File: config.mk
export PLATFORM = sky130hd
export DESIGN_NAME = core_fetch_bus
export DESIGN_NICKNAME = d
export VERILOG_FILES = /design/src/rtl/core_fetch_bus.sv
export SDC_FILE = /design/constraint.sdc
export NUM_CORES = 1
export LEC_CHECK = 0
export ABC_AREA = 1
export BUFFER_PORTS_ARGS = -buffer_cell sky130_fd_sc_hd__buf_2
export CORE_ASPECT_RATIO = 0.6
export CORE_MARGIN = 3
export CORE_UTILIZATION = 54
export CTS_CLUSTER_DIAMETER = 30
export DETAILED_ROUTE_END_ITERATION = 8
export PLACE_DENSITY = 0.83
export REMOVE_ABC_BUFFERS = 1
export SLEW_MARGIN = 20
export SYNTH_ARGS = -nofsm -noshare
export SYNTH_HDL_FRONTEND = slang
export SYNTH_SLANG_ARGS = --single-unit
File: constraint.sdc
create_clock -name clk -period 3.7 [get_ports clk]
set_input_delay 0.185 -clock clk [delete_from_list [all_inputs] [get_ports clk]]
set_output_delay 0.185 -clock clk [all_outputs]
set_load 0.01 [all_outputs]
File: src/rtl/core_fetch_bus.sv
// Instruction fetch bus master: one outstanding word read, flush/redirect with discard of in-flight data.
// Optional fault reporting (insn_fault / fetch_fault / HALT state) is enabled by defining CORE_FETCH_FAULT_EN.
module core_fetch_bus #(
    parameter logic [29:0] RESET_PC = 30'd0
) (
    input  logic        clk,
    input  logic        rst,
    input  logic        fetch,
    input  logic        flush,
    input  logic [29:0] target,
    input  logic        insn_ready,
    input  logic [31:0] insn_data,
`ifdef CORE_FETCH_FAULT_EN
    input  logic        insn_fault,
    output logic        fetch_fault,
`endif
    output logic        insn_start,
    output logic [29:0] insn_addr,
    output logic        fetched,
    output logic [31:0] fetch_data
);

`ifdef CORE_FETCH_FAULT_EN
    typedef enum logic [1:0] {IDLE, REQ, DISCARD, HALT} state_t;
    logic fault_q;
`else
    typedef enum logic [1:0] {IDLE, REQ, DISCARD} state_t;
`endif

    state_t      state;
    logic [29:0] pc;
    logic [29:0] req_addr;
    logic [29:0] pc_inc;
    logic        fetched_q;
    logic [31:0] data_q;

    assign pc_inc     = pc + 30'd1;
    assign insn_start = (state == REQ) || (state == DISCARD);
    assign insn_addr  = req_addr;
    assign fetched    = fetched_q;
    assign fetch_data = data_q;
`ifdef CORE_FETCH_FAULT_EN
    assign fetch_fault = fault_q;
`endif

    always_ff @(posedge clk or posedge rst) begin
        if (rst) begin
            state     <= IDLE;
            pc        <= RESET_PC;
            req_addr  <= RESET_PC;
            fetched_q <= 1'b0;
            data_q    <= 32'h0;
`ifdef CORE_FETCH_FAULT_EN
            fault_q   <= 1'b0;
`endif
        end else begin
            // Only a clean completion in REQ raises fetched_q; every other edge drops it.
            fetched_q <= 1'b0;
            case (state)
                IDLE: begin
                    if (flush) begin
                        pc <= target;
                    end else if (fetch) begin
                        state    <= REQ;
                        req_addr <= pc;
                    end
                end
                REQ: begin
                    if (flush) begin
                        pc <= target;
                        if (insn_ready) begin
                            if (fetch) begin
                                req_addr <= target;
                            end else begin
                                state <= IDLE;
                            end
                        end else begin
                            state <= DISCARD;
                        end
                    end else if (insn_ready) begin
`ifdef CORE_FETCH_FAULT_EN
                        if (insn_fault) begin
                            fault_q <= 1'b1;
                            state   <= HALT;
                        end else begin
`else
                        begin
`endif
                            data_q    <= insn_data;
                            fetched_q <= 1'b1;
                            pc        <= pc_inc;
                            if (fetch) begin
                                req_addr <= pc_inc;
                            end else begin
                                state <= IDLE;
                            end
                        end
                    end
                end
                DISCARD: begin
                    // The abandoned read must still finish on the bus; its data is dropped.
                    if (flush) begin
                        pc <= target;
                    end
                    if (insn_ready) begin
                        if (fetch && !flush) begin
                            state    <= REQ;
                            req_addr <= pc;
                        end else begin
                            state <= IDLE;
                        end
                    end
                end
`ifdef CORE_FETCH_FAULT_EN
                HALT: begin
                    if (flush) begin
                        fault_q <= 1'b0;
                        pc      <= target;
                        state   <= IDLE;
                    end
                end
`endif
                default: state <= IDLE;
            endcase
        end
    end

endmodule

==> impl_metrics.py, run 1 <==
metrics = {
    "global_routing": {
        "grt_start_max_net_pins": 50,
        "gr-total-overflow": 0,
        "grt_pass1_wl_um": 25250,
        "gr-usage-all-layers_pct": 27.08,
        "antenna_found_initial": 0,
        "first_global_vias": 5040,
    },
    "routing": {
        "antenna_left": 0,
        "dr_total_vias": 5546,
        "first_pass_iters": 5,
        "drtIter0Drc": 561,
        "routed_wl_um": 15150,
        "drc": 0,
        "viasPerCell": 5.287,
        "wl_per_cell_um": 14.44,
    },
    "sta": {
        "period_share_pct": 63.66,
        "finalSetupTns_ns": 0,
        "grt_setup_unrepaired": "no",
        "hold_viol": 0,
        "slew_headroom_pct": 49.90,
        "clock.fmax_mhz": 424.5,
        "tightest_slew_ns": 0.7488,
        "setup_slack_ns": 1.344,
        "slew_viol_final": 0,
        "setup_viol": 0,
        "fin_crit_ns": 2.356,
        "finClkSkew_ns": 0.006283,
    },
    "layout": {
        "final_core_util_pct": 68.62,
        "syn_to_final_growth_pct": 18.65,
        "register_area_um2": 2377,
        "nFillCells": 844,
        "diodes": 0,
        "layout.nets": 987,
        "drive_above_1_share_pct": 20.89,
        "multi_input_area_um2": 2828,
        "finalNonFillerCells": 1049,
    },
    "cts": {
        "postCtsResizedCells": 0,
        "numCtsBuffers": 9,
        "clkLatencyLatePin_ns": 0.35,
        "htree_levels": 3,
        "clockRootBuffer": "clkbuf_16",
        "clk_path_buf_depth": 2,
        "cts_tree": "done",
        "clock-sinks": 95,
        "clk_pin_slew_ns": 0.06,
    },
    "place": {
        "placedCellCount": 1033,
        "hpwl_um": 10970,
        "routabilityCongestion": 0.8910,
        "pre_cts_ws_ns": 1.366,
        "port-buffer-count": 130,
    },
    "floorplan": {
        "core_um2": 9594,
        "placementRows": 27,
        "chipHeight_um": 84.52,
        "chipWidth_um": 136.9,
        "die-area_um2": 11570,
        "ios": 131,
        "start_util_pct": 57.84,
    },
    "power": {
        "max-vdd-ir-drop_v": 0.0007110,
        "power_frac_comb_pct": 52.6,
        "p_leak_nw": 3.510,
        "seqPwrFrac_pct": 32.7,
        "power.internal_w": 0.003256,
        "swShare_pct": 47.83,
        "power.switching_w": 0.002986,
        "powerDensity_nw_per_um2": 948.2,
        "clock_power_share_pct": 14.7,
    },
    "setup_path": {
        "cp.depth": 9,
        "crit_type": "reg -> reg",
        "regToRegSetupSlack_ns": 1.34,
        "critPathBufInv": 5,
        "start_kind": "register",
        "cpLargestDelayFamily": "buffers and inverters",
        "cp_slowest_cell": "dfrtp_1",
        "reg2reg_to": "fetch_data[8]$_DFFE_PP0P_",
        "required_ns": 3.93,
        "crit_fanout": 34,
        "critPathCapture": "fetch_data[8]$_DFFE_PP0P_",
        "crit_path_max_incr_delay_ns": 0.42,
        "cp-end-kind": "register",
        "reg2reg_from": "state[1]$_DFFE_PP0P_",
        "reg2regPathDepth": 9,
        "critPathArrivalTime_ns": 2.59,
        "crit_path_start": "state[1]$_DFFE_PP0P_",
        "crit_chain": "inv_1, ha_1, buf_4, inv_2, nor3_4, buf_4, inv_2, nand2_1, nand2_1",
    },
    "synthesis": {
        "yosysSeqAreaShare_pct": 42.84,
        "netlist_top_cells_count": "318 x nand2_1, 95 x dfrtp_1, 91 x nor2_1, 71 x nand3_1, 42 x inv_1",
        "synth_async_sr_flop_share_pct": 100.0,
        "synth_edf_count": 0,
        "synthesis.area_um2": 5549,
        "synthDistinctLibCells": 41,
        "yosys.area.top_type_share_pct": 42.84,
        "synth_top_cell_by_area": "dfrtp_1",
        "syn_inst": 800,
        "synth_top_flop_cell": "dfrtp_1",
        "syn_area_per_cell_um2": 6.936,
        "yosys-top-cells-area": "dfrtp_1 43%, nand2_1 22%, nand3_1 6.4%",
        "yosys.cell_count.top_type": "nand2_1",
        "synth_seq_cells": 95,
        "yosys_warnings": 0,
    },
    "job": {
        "maxCapViolCount": 0,
    },
    "hold_path": {
        "worstHoldPathType": "in -> reg",
        "min_from": "insn_data[7]",
    },
    "status": {
        "status": "finished clean",
    },
}
-- worst reg2reg max path: cells and delay by family (launching register included) --
| family | cells | cell delay [ns] |
|---|---|---|
| buffers and inverters | 5 | 1.21 |
| flip-flops | 1 | 0.42 |
| adder cells (fa/ha/maj) | 1 | 0.17 |
| AND/OR/NAND/NOR | 3 | 0.44 |
-- power by group through the flow --
stage | registers (W) | logic, W | clock network, W
after CTS | 0.00202 | 0.00328 | 0.000934
after detailed placement | 0.00202 | 0.00328 | 0
after global placement | 0.00202 | 0.00318 | 0
after global routing | 0.00211 | 0.00375 | 0.000970
after floorplan | 0.00209 | 0.00210 | 0
final | 0.00204 | 0.00328 | 0.000920
-- placed cells by master, fill, tap and decap left out, types with 2 or more instances in the layout --
cell,instances
o211ai_1,6
o22ai_1,3
o21bai_1,3
ha_1,5
nand2_4,2
clkbuf_16,9
nor2_2,7
a2bb2oi_1,3
a21oi_2,3
inv_4,2
buf_2,130
o21ai_1,18
inv_1,41
nand3_1,71
nor2_4,5
buf_4,9
inv_2,8
mux2i_1,2
xor2_1,4
nand2_2,3
or2_1,2
dfrtp_1,95
nor2_1,91
a21oi_1,40
clkinvlp_4,2
nand2_1,318
o21ai_0,16
or2_2,4
-- cell type report --
class | instances | area share (%)
Multi-Input combinational cell | 617 | 42.95
Sequential cell | 95 | 36.11
Timing Repair Buffer | 140 | 11.06
Clock buffer | 10 | 3.478
Inverter | 52 | 3.041
Tap cell | 130 | 2.471
Clock inverter | 5 | 0.8932
-- flip-flops by register name, indices dropped and copies added, names as in the netlist --
name,cells
pc,30
fetch_data,32
fetched,1
state,2
insn_addr,30
-- per-layer routing --
| metal | up-vias | GRT usage, % | routed length, um |
|---|---|---|---|
| met5 | - | 0 | 0 |
| met4 | 0 | 5.525 | 170 |
| met3 | 18 | 6.467 | 1570 |
| met2 | 289 | 37.76 | 6371 |
| met1 | 2476 | 42.73 | 7040 |
| li1 | 2763 | - | - |
-- worst min-delay path by stage --
stage	end	slack (ns)	cells after the start
final	fetch_data[7]$_DFFE_PP0P_	0.04	3
after global routing	fetch_data[28]$_DFFE_PP0P_	0.04	3
after CTS	fetch_data[9]$_DFFE_PP0P_	0.03	3
after detailed placement	fetch_data[3]$_DFFE_PP0P_	0.27	2
after global placement	fetch_data[12]$_DFFE_PP0P_	0.27	2
after floorplan	fetch_data[0]$_DFFE_PP0P_	0.30	2
-- cells by family (layout without fill, tap and decap cells) --
| kind of cell | after synthesis | in the layout | share of synthesized area [%] |
|---|---|---|---|
| compound gates | 97 | 97 | 10.19 |
| xor+xnor | 4 | 4 | 0.6313 |
| fa+ha+maj | 5 | 5 | 1.127 |
| buf+inv | 88 | 207 | 6.561 |
| flops | 95 | 95 | 42.84 |
| mux | 2 | 2 | 0.3608 |
| simple gates | 509 | 509 | 38.29 |
-- through the flow --
step	hold WS [ns]	total power, W	instance area (um2)
floorplan	0.3017	0.004184	5383
detailed placement	0.2715	0.005299	6286
global route	0.04390	0.006833	6584
CTS	0.02969	0.006237	6584
finish	0.03585	0.006242	6584
global placement	0.2683	0.005204	6286
-- timing repair --
| item | in CTS | in global routing |
|---|---|---|
| setup buffers | 0 | 0 |
| hold buffers | 1 | 0 |
| hold endpoints to repair | 37 | 0 |
(Power assumes the default switching activity.)
==> run 2: changes to the inputs <==
Clock period 3.7 ns to 2.35 ns, I/O delays scaled along.
==> run 2 against run 1 <==
Sequential power increased by 56%. Cell area increased by 5.6%. Worst hold slack improved by 0.034 ns. Maximum frequency increased by 16%. Highest routed layer unchanged.
==> impl_metrics.py, run 2 (synthesized netlist as in run 1, its figures left out) <==
metrics = {
    "status": {
        "status": "finished clean",
    },
    "power": {
        "clock_power_share_pct": 14.0,
        "swShare_pct": 47.80,
        "power.internal_w": 0.005195,
        "powerDensity_nw_per_um2": 1431,
        "seqPwrFrac_pct": 32.1,
        "power_frac_comb_pct": 53.9,
        "p_leak_nw": 3.676,
        "power.switching_w": 0.004758,
        "max-vdd-ir-drop_v": 0.001142,
    },
    "floorplan": {
        "core_um2": 9594,
        "placementRows": 27,
        "chipWidth_um": 136.9,
        "chipHeight_um": 84.52,
        "die-area_um2": 11570,
        "start_util_pct": 57.84,
        "ios": 131,
    },
    "layout": {
        "layout.nets": 1023,
        "syn_to_final_growth_pct": 25.32,
        "diodes": 0,
        "layout_commonest_cell": "nand2_1",
        "largest_register_ffs": 32,
        "final_cell_mix": "318 x nand2_1, 130 x buf_2, 95 x dfrtp_1",
        "nFillCells": 790,
        "finalNonFillerCells": 1086,
        "drive_above_1_share_pct": 20.71,
    },
    "routing": {
        "antenna_left": 0,
        "wl_per_cell_um": 14.75,
        "drc": 0,
        "first_pass_iters": 6,
        "drtIter0Drc": 642,
        "viasPerCell": 5.285,
        "routed_wl_um": 16010,
        "dr_total_vias": 5739,
    },
    "setup_path": {
        "cp.depth": 7,
        "crit_chain": "inv_1, ha_1, nand3_1, o211ai_4, inv_2, o21ai_0, o22ai_1",
        "critPathCapture": "pc[6]$_DFFE_PP0P_",
        "cpLargestDelayFamily": "compound AO/OA/AOI/OAI gates",
        "reg2reg_to": "pc[6]$_DFFE_PP0P_",
        "critPathArrivalTime_ns": 2.25,
        "start_kind": "register",
        "regToRegSetupSlack_ns": 0.32,
        "crit_fanout": 22,
        "crit_path_max_incr_delay_ns": 0.42,
        "crit_type": "reg -> reg",
        "cp_slowest_cell": "dfrtp_1",
        "reg2reg_from": "state[1]$_DFFE_PP0P_",
        "crit_path_start": "state[1]$_DFFE_PP0P_",
        "reg2regPathDepth": 7,
        "critPathBufInv": 2,
        "required_ns": 2.56,
        "cp-end-kind": "register",
    },
    "place": {
        "hpwl_um": 10910,
        "placedCellCount": 1037,
        "routabilityCongestion": 0.9126,
        "port-buffer-count": 130,
    },
    "hold_path": {
        "worstHoldPathType": "in -> reg",
    },
    "cts": {
        "cts_setup_buffers": 0,
        "clockRootBuffer": "clkbuf_16",
        "clk_path_buf_depth": 2,
        "numCtsBuffers": 9,
        "clk_pin_slew_ns": 0.07,
        "clkLatencyLatePin_ns": 0.35,
        "clock-sinks": 95,
        "htree_levels": 3,
        "holdBufCountCts": 33,
        "postCtsResizedCells": 0,
        "cts_tree": "done",
    },
    "global_routing": {
        "grt_util_met1_pct": 43.08,
        "busiest_layer": "met1",
        "grt_pass1_wl_um": 26310,
        "gr-total-overflow": 0,
        "grt_start_max_net_pins": 58,
        "met3_usage_pct": 6.886,
        "use_met2_pct": 39.63,
        "first_global_vias": 5280,
        "antenna_found_initial": 0,
        "gr-usage-all-layers_pct": 28.41,
    },
    "sta": {
        "period_share_pct": 86.50,
        "slew_viol_final": 0,
        "clock.fmax_mhz": 492.0,
        "setup_viol": 0,
        "slew_headroom_pct": 55.61,
        "hold_viol": 0,
        "finClkSkew_ns": 0.006320,
        "tightest_slew_ns": 0.6627,
        "fin_crit_ns": 2.033,
        "finalSetupTns_ns": 0,
        "grt_setup_unrepaired": "no",
    },
    "job": {
        "maxCapViolCount": 0,
    },
}
## run 2: changes by cell type in the layout (fill, tap and decap cells not counted), sizes merged
cell         before  now
buf             139  143
bufinv            1    0
clkinv            2    4
clkinvlp          2    1
dlygate4sd3       1   33
inv              52   53
## run 2: worst min-delay path: cells and delay by family
family                 cells  cell delay (ns)
AOI/OAI and AO/OA          2             0.17
buffers and inverters      1             0.08
## run 2: power by group through the flow
stage / Clock [W] / Sequential, W / Combinational [W]
4_1_cts: 0.00142 / 0.00317 / 0.00533
5_1_grt: 0.00149 / 0.00330 / 0.00610
2_1_floorplan: 0 / 0.00329 / 0.00330
6_report: 0.00139 / 0.00319 / 0.00537
3_5_place_dp: 0 / 0.00319 / 0.00524
3_3_place_gp: 0 / 0.00316 / 0.00513
## run 2: final cells by class
class	count	area (um2)	share of cell area, %
well taps	130	162.7	2.339
inverters	52	200.2	2.879
clock inverters	6	43.79	0.6297
clock buffers	10	239.0	3.436
multi-input cells	617	2828	40.66
repair buffers	176	1104	15.87
flip-flops and latches	95	2377	34.18
## run 2: how the worst min path moves through the flow
stage                       startpoint                        end  depth (start not counted)
final                        target[0]          pc[0]$_DFFE_PP0P_                          3
after global routing         target[0]          pc[0]$_DFFE_PP0P_                          3
after CTS                    target[3]          pc[3]$_DFFE_PP0P_                          3
after detailed placement           rst  insn_addr[16]$_DFFE_PP0P_                          2
after global placement             rst         pc[26]$_DFFE_PP0P_                          2
after floorplan           insn_data[0]  fetch_data[0]$_DFFE_PP0P_                          2
## run 2: routing by layer
layer  part of all wire, %  routed length, um
met5                     0                  0
met4                   2.8                442
met3                    10               1649
met2                    41               6631
met1                    46               7291
## run 2: per-stage QoR
step | setup WS [ns] | utilization [%] | instance area (um2) | power (W) | hold WS [ns]
detailed placement | 0.3938 | 66.09 | 6341 | 0.008425 | 0.1999
CTS | 0.3452 | 72.48 | 6954 | 0.009919 | 0.06013
global route | 0.1120 | 72.48 | 6954 | 0.01090 | 0.09955
finish | 0.3173 | 72.48 | 6954 | 0.009953 | 0.06997
global placement | 0.4049 | 66.09 | 6341 | 0.008294 | 0.1941
floorplan | -1.125 | - | 5383 | 0.006588 | 0.2342
==> run 3: changes to the inputs <==
Settings changed: BUFFER_PORTS_ARGS -buffer_cell sky130_fd_sc_hd__buf_2 to not set, CORE_UTILIZATION 54 to 55, DONT_BUFFER_PORTS set to 1, PLACE_DENSITY 0.83 to 0.73.
Clock period 2.35 ns to 2 ns, I/O delays scaled along.
==> run 3 against run 2 <==
Via count shrank 5.6%. Maximum frequency increased by 8.3%. Cell area decreased by 6.5%. Register-to-register slack got worse by 0.19 ns. Largest cell class unchanged. Largest power group unchanged. Highest routed layer unchanged.
==> impl_metrics.py, run 3 (synthesized netlist as in run 1, its figures left out) <==
metrics = {
    "status": {
        "status": "finished clean",
    },
    "sta": {
        "slew_headroom_pct": 57.42,
        "slew_viol_final": 0,
        "whs_ns": 0.01051,
        "grt_setup_unrepaired": "no",
        "hold_viol": 0,
        "period_share_pct": 93.86,
        "setup_slack_ns": 0.1228,
        "finClkSkew_ns": 0.008769,
        "finalSetupTns_ns": 0,
        "fin_crit_ns": 1.877,
        "clock.fmax_mhz": 532.7,
        "tightest_slew_ns": 0.6387,
        "setup_viol": 0,
    },
    "floorplan": {
        "ios": 131,
        "chipHeight_um": 83.81,
        "core_um2": 9493,
        "start_util_pct": 58.46,
        "placementRows": 27,
        "die-area_um2": 11370,
        "chipWidth_um": 135.7,
    },
    "layout": {
        "diodes": 0,
        "drive_above_1_share_pct": 7.820,
        "layout_commonest_cell": "nand2_1",
        "syn_to_final_growth_pct": 17.16,
        "final_cell_mix": "318 x nand2_1, 95 x dfrtp_1, 91 x nor2_1",
        "largest_register_ffs": 32,
        "layout.nets": 912,
        "final_core_util_pct": 68.49,
    },
    "routing": {
        "wl_per_cell_um": 16.51,
        "dr_total_vias": 5415,
        "drc": 0,
        "routed_wl_um": 16080,
        "first_pass_iters": 5,
        "viasPerCell": 5.560,
        "drtIter0Drc": 556,
        "antenna_left": 0,
    },
    "job": {
        "maxCapViolCount": 0,
    },
    "power": {
        "p_leak_nw": 3.216,
        "seqPwrFrac_pct": 37.2,
        "powerDensity_nw_per_um2": 1741,
        "clock_power_share_pct": 14.9,
        "power_w": 0.01132,
        "power.internal_w": 0.005802,
        "power.switching_w": 0.005519,
        "power_frac_comb_pct": 47.9,
        "max-vdd-ir-drop_v": 0.001395,
        "swShare_pct": 48.75,
    },
    "global_routing": {
        "antenna_found_initial": 0,
        "gr-usage-all-layers_pct": 28.80,
        "grt_start_max_net_pins": 51,
        "first_global_vias": 5295,
        "grt_pass1_wl_um": 26300,
        "gr-total-overflow": 0,
    },
    "setup_path": {
        "critPathArrivalTime_ns": 2.14,
        "crit_path_start": "state[1]$_DFFE_PP0P_",
        "crit_type": "reg -> reg",
        "required_ns": 2.26,
        "crit_fanout": 16,
        "reg2reg_from": "state[1]$_DFFE_PP0P_",
        "cp-end-kind": "register",
        "regToRegSetupSlack_ns": 0.12,
        "reg2regPathDepth": 7,
        "start_kind": "register",
        "reg2reg_to": "pc[4]$_DFFE_PP0P_",
        "critPathCapture": "pc[4]$_DFFE_PP0P_",
    },
    "hold_path": {
        "worstHoldPathType": "in -> reg",
    },
    "cts": {
        "clockRootBuffer": "clkbuf_16",
        "clkLatencyLatePin_ns": 0.34,
        "htree_levels": 3,
        "numCtsBuffers": 9,
        "clock-sinks": 95,
        "clk_path_buf_depth": 2,
        "cts_setup_buffers": 0,
        "cts_tree": "done",
        "clk_pin_slew_ns": 0.07,
    },
    "place": {
        "hpwl_um": 10590,
        "port-buffer-count": 0,
        "routabilityCongestion": 0.9169,
        "pre_cts_ws_ns": 0.04588,
    },
}
run 3: metrics by stage:
| stage | cell area [um2] | std cells |
|---|---|---|
| 2_1_floorplan | 5383 | 764 |
| 3_3_place_gp | 5674 | 906 |
| 3_5_place_dp | 5674 | 906 |
| 4_1_cts | 6489 | 974 |
| 5_1_grt | 6501 | 974 |
| 6_report | 6501 | 974 |
run 3: how the worst min path moves through the flow:
stage | from | endpoint | slack (ns) | depth (start not counted)
2_1_floorplan | insn_data[0] | fetch_data[0]$_DFFE_PP0P_ | 0.22 | 2
3_3_place_gp | rst | fetch_data[28]$_DFFE_PP0P_ | 0.1 | 1
3_5_place_dp | rst | fetch_data[28]$_DFFE_PP0P_ | 0.1 | 1
4_1_cts | flush | insn_addr[14]$_DFFE_PP0P_ | 0.0007 | 4
5_1_grt | target[28] | pc[28]$_DFFE_PP0P_ | 0.02 | 4
6_report | target[16] | insn_addr[16]$_DFFE_PP0P_ | 0.01 | 4
run 3: what timing repair did:
| item | in CTS | in global routing |
|---|---|---|
| hold buffers | 53 | 0 |
| hold endpoints to repair | 103 | 0 |
| gates cloned | 0 | 0 |
| gates resized for setup | 1 | 5 |
| endpoints found under the setup margin | 1 | 17 |
run 3: worst max-delay path, cell delays in order, from the launching register on:
cell and delay, ns:
dfrtp_1 0.42, inv_1 0.11, ha_2 0.24, nand3_1 0.14, o211ai_2 0.23, inv_2 0.33
o21ai_0 0.16, o22ai_1 0.16
run 3: per-layer routing:
layer | part of all wire [%] | global-route usage, % | vias up
li1 | - | - | 2618
met3 | 9.4 | 8.133 | 21
met1 | 44 | 39.65 | 2546
met4 | 1.2 | 6.496 | 0
met5 | 0 | 0 | -
met2 | 45 | 45.40 | 230
run 3: final cells by class:
| type | count | area, um2 |
|---|---|---|
| Timing Repair Buffer | 65 | 656.9 |
| Multi-Input combinational cell | 617 | 2824 |
| Sequential cell | 95 | 2377 |
| Inverter | 52 | 200.2 |
| Clock inverter | 4 | 47.55 |
| Tap cell | 130 | 162.7 |
| Clock buffer | 11 | 232.7 |
| Fill cell | 816 | 2992 |
run 3: power groups by stage:
stage	clock network [W]	logic (W)	registers, W
3_3_place_gp	0	0.00491	0.00417
2_1_floorplan	0	0.00386	0.00386
3_5_place_dp	0	0.00519	0.00420
6_report	0.00168	0.00543	0.00421
4_1_cts	0.00171	0.00532	0.00419
5_1_grt	0.00180	0.00615	0.00434
